--- src/rtl/uart_tx_core.sv ---
`default_nettype none
// ============================================================================
//  Module   : uart_tx_core
//  Brief    : UART transmitter. One bit period per clk cycle. Sends a start
//             bit, DATA_WIDTH data bits LSB first, an optional parity bit and
//             one stop bit. Frame configuration is captured at accept.
//  Revision : 1.0 - initial release
// ============================================================================
module uart_tx_core #(
  parameter int DATA_WIDTH = 8
) (
  input  logic                  clk,
  input  logic                  rst,        // asynchronous, active low
  input  logic [DATA_WIDTH-1:0] P_DATA,
  input  logic                  DATA_VALID,
  input  logic                  PAR_EN,
  input  logic                  PAR_TYP,
  output logic                  TX_OUT,
  output logic                  busy
);

  // Counter must hold DATA_WIDTH-1; keep at least one bit for tiny widths.
  localparam int             CW       = (DATA_WIDTH > 1) ? $clog2(DATA_WIDTH) : 1;
  localparam logic [CW-1:0]  CNT_LAST = CW'(DATA_WIDTH - 1);

  typedef enum logic [2:0] {
    S_IDLE   = 3'd0,
    S_START  = 3'd1,
    S_DATA   = 3'd2,
    S_PARITY = 3'd3,
    S_STOP   = 3'd4
  } state_e;

  state_e                state_q,  state_d;
  logic [CW-1:0]         cnt_q,    cnt_d;
  logic [DATA_WIDTH-1:0] data_q,   data_d;
  logic                  par_q,    par_d;
  logic                  par_en_q, par_en_d;
  logic                  tx_q,     tx_d;
  logic                  busy_q,   busy_d;

  // Next-state decode; frame contents are captured only on accept in IDLE.
  always_comb begin
    state_d  = state_q;
    cnt_d    = cnt_q;
    data_d   = data_q;
    par_d    = par_q;
    par_en_d = par_en_q;
    case (state_q)
      S_IDLE: begin
        if (DATA_VALID) begin
          state_d  = S_START;
          data_d   = P_DATA;
          par_en_d = PAR_EN;
          par_d    = (^P_DATA) ^ PAR_TYP;
        end
      end
      S_START: begin
        state_d = S_DATA;
        cnt_d   = '0;
      end
      S_DATA: begin
        if (cnt_q == CNT_LAST) begin
          state_d = par_en_q ? S_PARITY : S_STOP;
        end else begin
          cnt_d = cnt_q + 1'b1;
        end
      end
      S_PARITY: state_d = S_STOP;
      S_STOP:   state_d = S_IDLE;
      default: begin
        state_d = S_IDLE;
        cnt_d   = '0;
      end
    endcase
  end

  // Line and busy values for the state being entered, so they are registered
  // on the same edge as the state change.
  always_comb begin
    tx_d   = 1'b1;
    busy_d = 1'b0;
    case (state_d)
      S_START: begin
        tx_d   = 1'b0;
        busy_d = 1'b1;
      end
      S_DATA: begin
        tx_d   = data_q[cnt_d];
        busy_d = 1'b1;
      end
      S_PARITY: begin
        tx_d   = par_q;
        busy_d = 1'b1;
      end
      S_STOP: begin
        tx_d   = 1'b1;
        busy_d = 1'b1;
      end
      default: begin
        tx_d   = 1'b1;
        busy_d = 1'b0;
      end
    endcase
  end

  // State and datapath registers; reset aborts any frame immediately.
  always_ff @(posedge clk or negedge rst) begin
    if (!rst) begin
      state_q  <= S_IDLE;
      cnt_q    <= '0;
      data_q   <= '0;
      par_q    <= 1'b0;
      par_en_q <= 1'b0;
      tx_q     <= 1'b1;
      busy_q   <= 1'b0;
    end else begin
      state_q  <= state_d;
      cnt_q    <= cnt_d;
      data_q   <= data_d;
      par_q    <= par_d;
      par_en_q <= par_en_d;
      tx_q     <= tx_d;
      busy_q   <= busy_d;
    end
  end

  assign TX_OUT = tx_q;
  assign busy   = busy_q;

endmodule
`default_nettype wire

--- config.mk ---
export PLATFORM = sky130hd
export DESIGN_NAME = uart_tx_core
export DESIGN_NICKNAME = d
export VERILOG_FILES = /design/src/rtl/uart_tx_core.sv
export SDC_FILE = /design/constraint.sdc
export NUM_CORES = 1
export LEC_CHECK = 0
export BUFFER_PORTS_ARGS = -buffer_cell sky130_fd_sc_hd__buf_2
export CAP_MARGIN = 10
export CORE_MARGIN = 4
export CORE_UTILIZATION = 35
export DETAILED_ROUTE_END_ITERATION = 10
export GPL_ROUTABILITY_DRIVEN = 1
export HOLD_SLACK_MARGIN = 0.06
export RECOVER_POWER = 50
export SLEW_MARGIN = 20
export SYNTH_ARGS = -nofsm -noshare
export SYNTH_HDL_FRONTEND = slang
export SYNTH_SLANG_ARGS = --single-unit
--- constraint.sdc ---
create_clock -name clk -period 2 [get_ports clk]
set_input_delay 0.3 -clock clk [delete_from_list [all_inputs] [get_ports clk]]
set_output_delay 0.3 -clock clk [all_outputs]
set_load 0.05 [all_outputs]
==> metrics.txt <==
outcome=completed; busiest grt layer=met2; Worst Hold Class=in -> reg; Global Route Usage Sum=10.61%; first-pass iteration count of the detailed router=4; commonest non-fill, non-tap cell in the layout=dfrtp_1; # DRC=0; Routed WL=2069 µm; initial antenna violation count=0; vias per inst=5.313; max cap viols=0; commonest cells after routing, fill and taps aside=dfrtp_1 (17), buf_2 (13), nor2_1 (9), mux2_2 (9); synthesized cell area=1037 µm²; buffers added on ports=14; syn_nets=111; DIE AREA=3899 µm²; Synth Register Bits=18; clk_skew=0.002034 ns; fmax=546.1 MHz; Critical Path AT=2.06 ns; global route overflow=0; fin nets=128; critical-path maximum fanout=9; Critical Setup Path Class=reg -> reg; CTS Buf Count=3; crit path capture type=flop; Final ANT Viol Nets=0; # IOs=15; yosys warns=0; Post-Route Utilization=42.15%; Tcrit/Tclk final=91.56%; worst skew pair latency=0.29 ns; Yosys cell types=34; critical-path cell list=ha_2 -> and4b_2 -> o21ai_2 -> o211ai_4 -> mux2i_1 -> a21oi_1 -> a31o_1; Fin. Hold Viols=0; pwr dens=1611 nW/µm²; Clock Pin Slew Worst Setup and Hold Paths=0.10 ns; Max stage delay on crit path=0.41 ns; setup bufs post-CTS=0; Worst Setup Start Kind=flop; met1 Usage GRT=14.08%; routing usage on met2=18.77%; n_diodes=0; Core Box Area=2805 µm²; Max VDD drop=0.0005775 V; Die W=62.44 µm; Final Slew Violations=0; synthesized instance count=97; Mean Syn Cell Area=10.69 µm²; largest net degree at the start of global routing=19; layout cells sized above 1=32.74%; first-pass GRT wire length=3394 µm; Leakage=0.4969 nW; WL per Instance=14.37 µm; vias in the first global route=718; cell family with most CP delay=compound AO/OA/AOI/OAI gates; Period minus WS final=1.831 ns; CTS sink count=18; hold_ws=0.2174 ns; Die H=62.44 µm; CTS max path bufs=2; CTS tree=built; hpwl dp=1578 µm; GP Congestion=0.8168; CP bufs+invs=0; vias=765; Seq/Total Area, Yosys=43.55%; Slew @ Worst Pin=0.9745 ns; synthesis-to-finish area growth=13.99%; Req. time, crit path=2.23 ns; Clock Tree Root=clkbuf_4; CTS H-tree depth=1; 1st-iter DRT viols=36; CP max-delay cell=dfrtp_1; M3 GR Usage=1.799%; Initial Util=36.98%; RSZ-0062 raised after global routing=false; setup TNS=0 ns; Slew headroom=35.03%; setup violators final=0; Rows=19
## cells in the mapped netlist
| cell type | instances | share of area [%] |
|---|---|---|
| nand2b_1 | 1 | 0.60 |
| nor4b_1 | 1 | 0.84 |
| and4b_2 | 1 | 1.1 |
| a31o_1 | 1 | 0.84 |
| nand2_1 | 5 | 1.8 |
| xnor2_1 | 6 | 5.1 |
| dfrtp_1 | 17 | 41 |
| o211ai_4 | 1 | 2.1 |
| nor2_1 | 9 | 3.3 |
| nand4b_1 | 1 | 0.84 |
| nor3_1 | 1 | 0.48 |
| buf_4 | 1 | 0.72 |
| a31o_2 | 1 | 0.84 |
| mux2i_1 | 6 | 5.8 |
| a2bb2oi_1 | 1 | 0.84 |
| or3_1 | 1 | 0.60 |
| a31oi_1 | 3 | 1.8 |
| o21ai_0 | 4 | 1.9 |
| a211oi_1 | 1 | 0.72 |
| a22oi_1 | 1 | 0.72 |
| inv_1 | 4 | 1.4 |
| o21ai_2 | 1 | 0.84 |
| clkbuf_1 | 1 | 0.36 |
| buf_2 | 2 | 0.97 |
| o31a_1 | 1 | 0.84 |
| a21oi_1 | 5 | 2.4 |
| ha_1 | 1 | 1.2 |
| dfstp_2 | 1 | 2.5 |
| mux2_2 | 9 | 9.8 |
| maj3_1 | 1 | 0.97 |
| buf_6 | 2 | 2.2 |
| xor2_1 | 3 | 2.5 |
| o32ai_1 | 1 | 0.84 |
| o22ai_1 | 2 | 1.2 |
## path summary, 6_finish.rpt
| kind | endpoint | from | slack, ns | depth (start not counted) |
|---|---|---|---|---|
| setup reg to reg | TX_OUT | cnt_q[1] | 0.17 | 7 |
| max in group asynchronous | cnt_q[0] | rst | 0.74 | 2 |
| hold reg to reg | par_q | par_q | 0.51 | 1 |
| hold / removal | par_en_q | PAR_EN | 0.22 | 3 |
| min in group asynchronous | cnt_q[2] | rst | 0.67 | 2 |
| setup / recovery | TX_OUT | cnt_q[1] | 0.17 | 7 |
## state kept, by name, summed over array words and instances (netlist names)
signal    count
busy          1
cnt_q         3
par_q         1
TX_OUT        1
state_q       3
par_en_q      1
data_q        8
## power breakdown
part           switching [mW]  internal (mW)  total (mW)
clock                   0.112          0.111       0.223
combinational           0.509          0.459       0.969
sequential              0.168          0.545       0.713
total                   0.790           1.12        1.90
## kinds of logic after synthesis
logic type,share of synthesized area (%)
compound gates,15.92
xor+xnor,7.600
flops,43.55
fa+ha+maj,2.171
mux,15.56
simple gates,9.530
buf+inv,5.669
## worst min-delay path, delay by kind of cell
family                 cells  cell delay, ns
buffers and inverters      1            0.08
AND/OR/NAND/NOR            1            0.04
AO/OA/AOI/OAI              1            0.06
## through the flow
stage | instance area, µm² | instances | total power, mW | setup slack [ns]
floorplan | 1037 | 97 | 1.481 | 0.2344
global placement | 1131 | 139 | 1.654 | 0.1841
detailed placement | 1131 | 139 | 1.683 | 0.08183
CTS | 1177 | 144 | 1.913 | 0.06603
global route | 1182 | 144 | 2.068 | 0.004295
finish | 1182 | 144 | 1.905 | 0.1689
## cell type report
| cell class | count | area (µm²) |
|---|---|---|
| Clock buffer | 4 | 36.28 |
| Fill cell | 292 | 1623 |
| Inverter | 4 | 15.01 |
| Multi-Input combinational cell | 69 | 539.3 |
| Sequential cell | 18 | 451.7 |
| Tap cell | 31 | 38.79 |
| Timing Repair Buffer | 18 | 101.3 |
## what timing repair did
action,in CTS,in global routing
resized for setup,0,2
hold endpoints to repair,17,0
hold buffers,1,0
setup endpoints to repair,0,1
## metal layers
layer  vias up  wire [µm]
met1       372        931
met4         0          0
met2        15       1056
met5         -          0
met3         0         81
li1        378          -
Power figures use the tool's default switching activity.
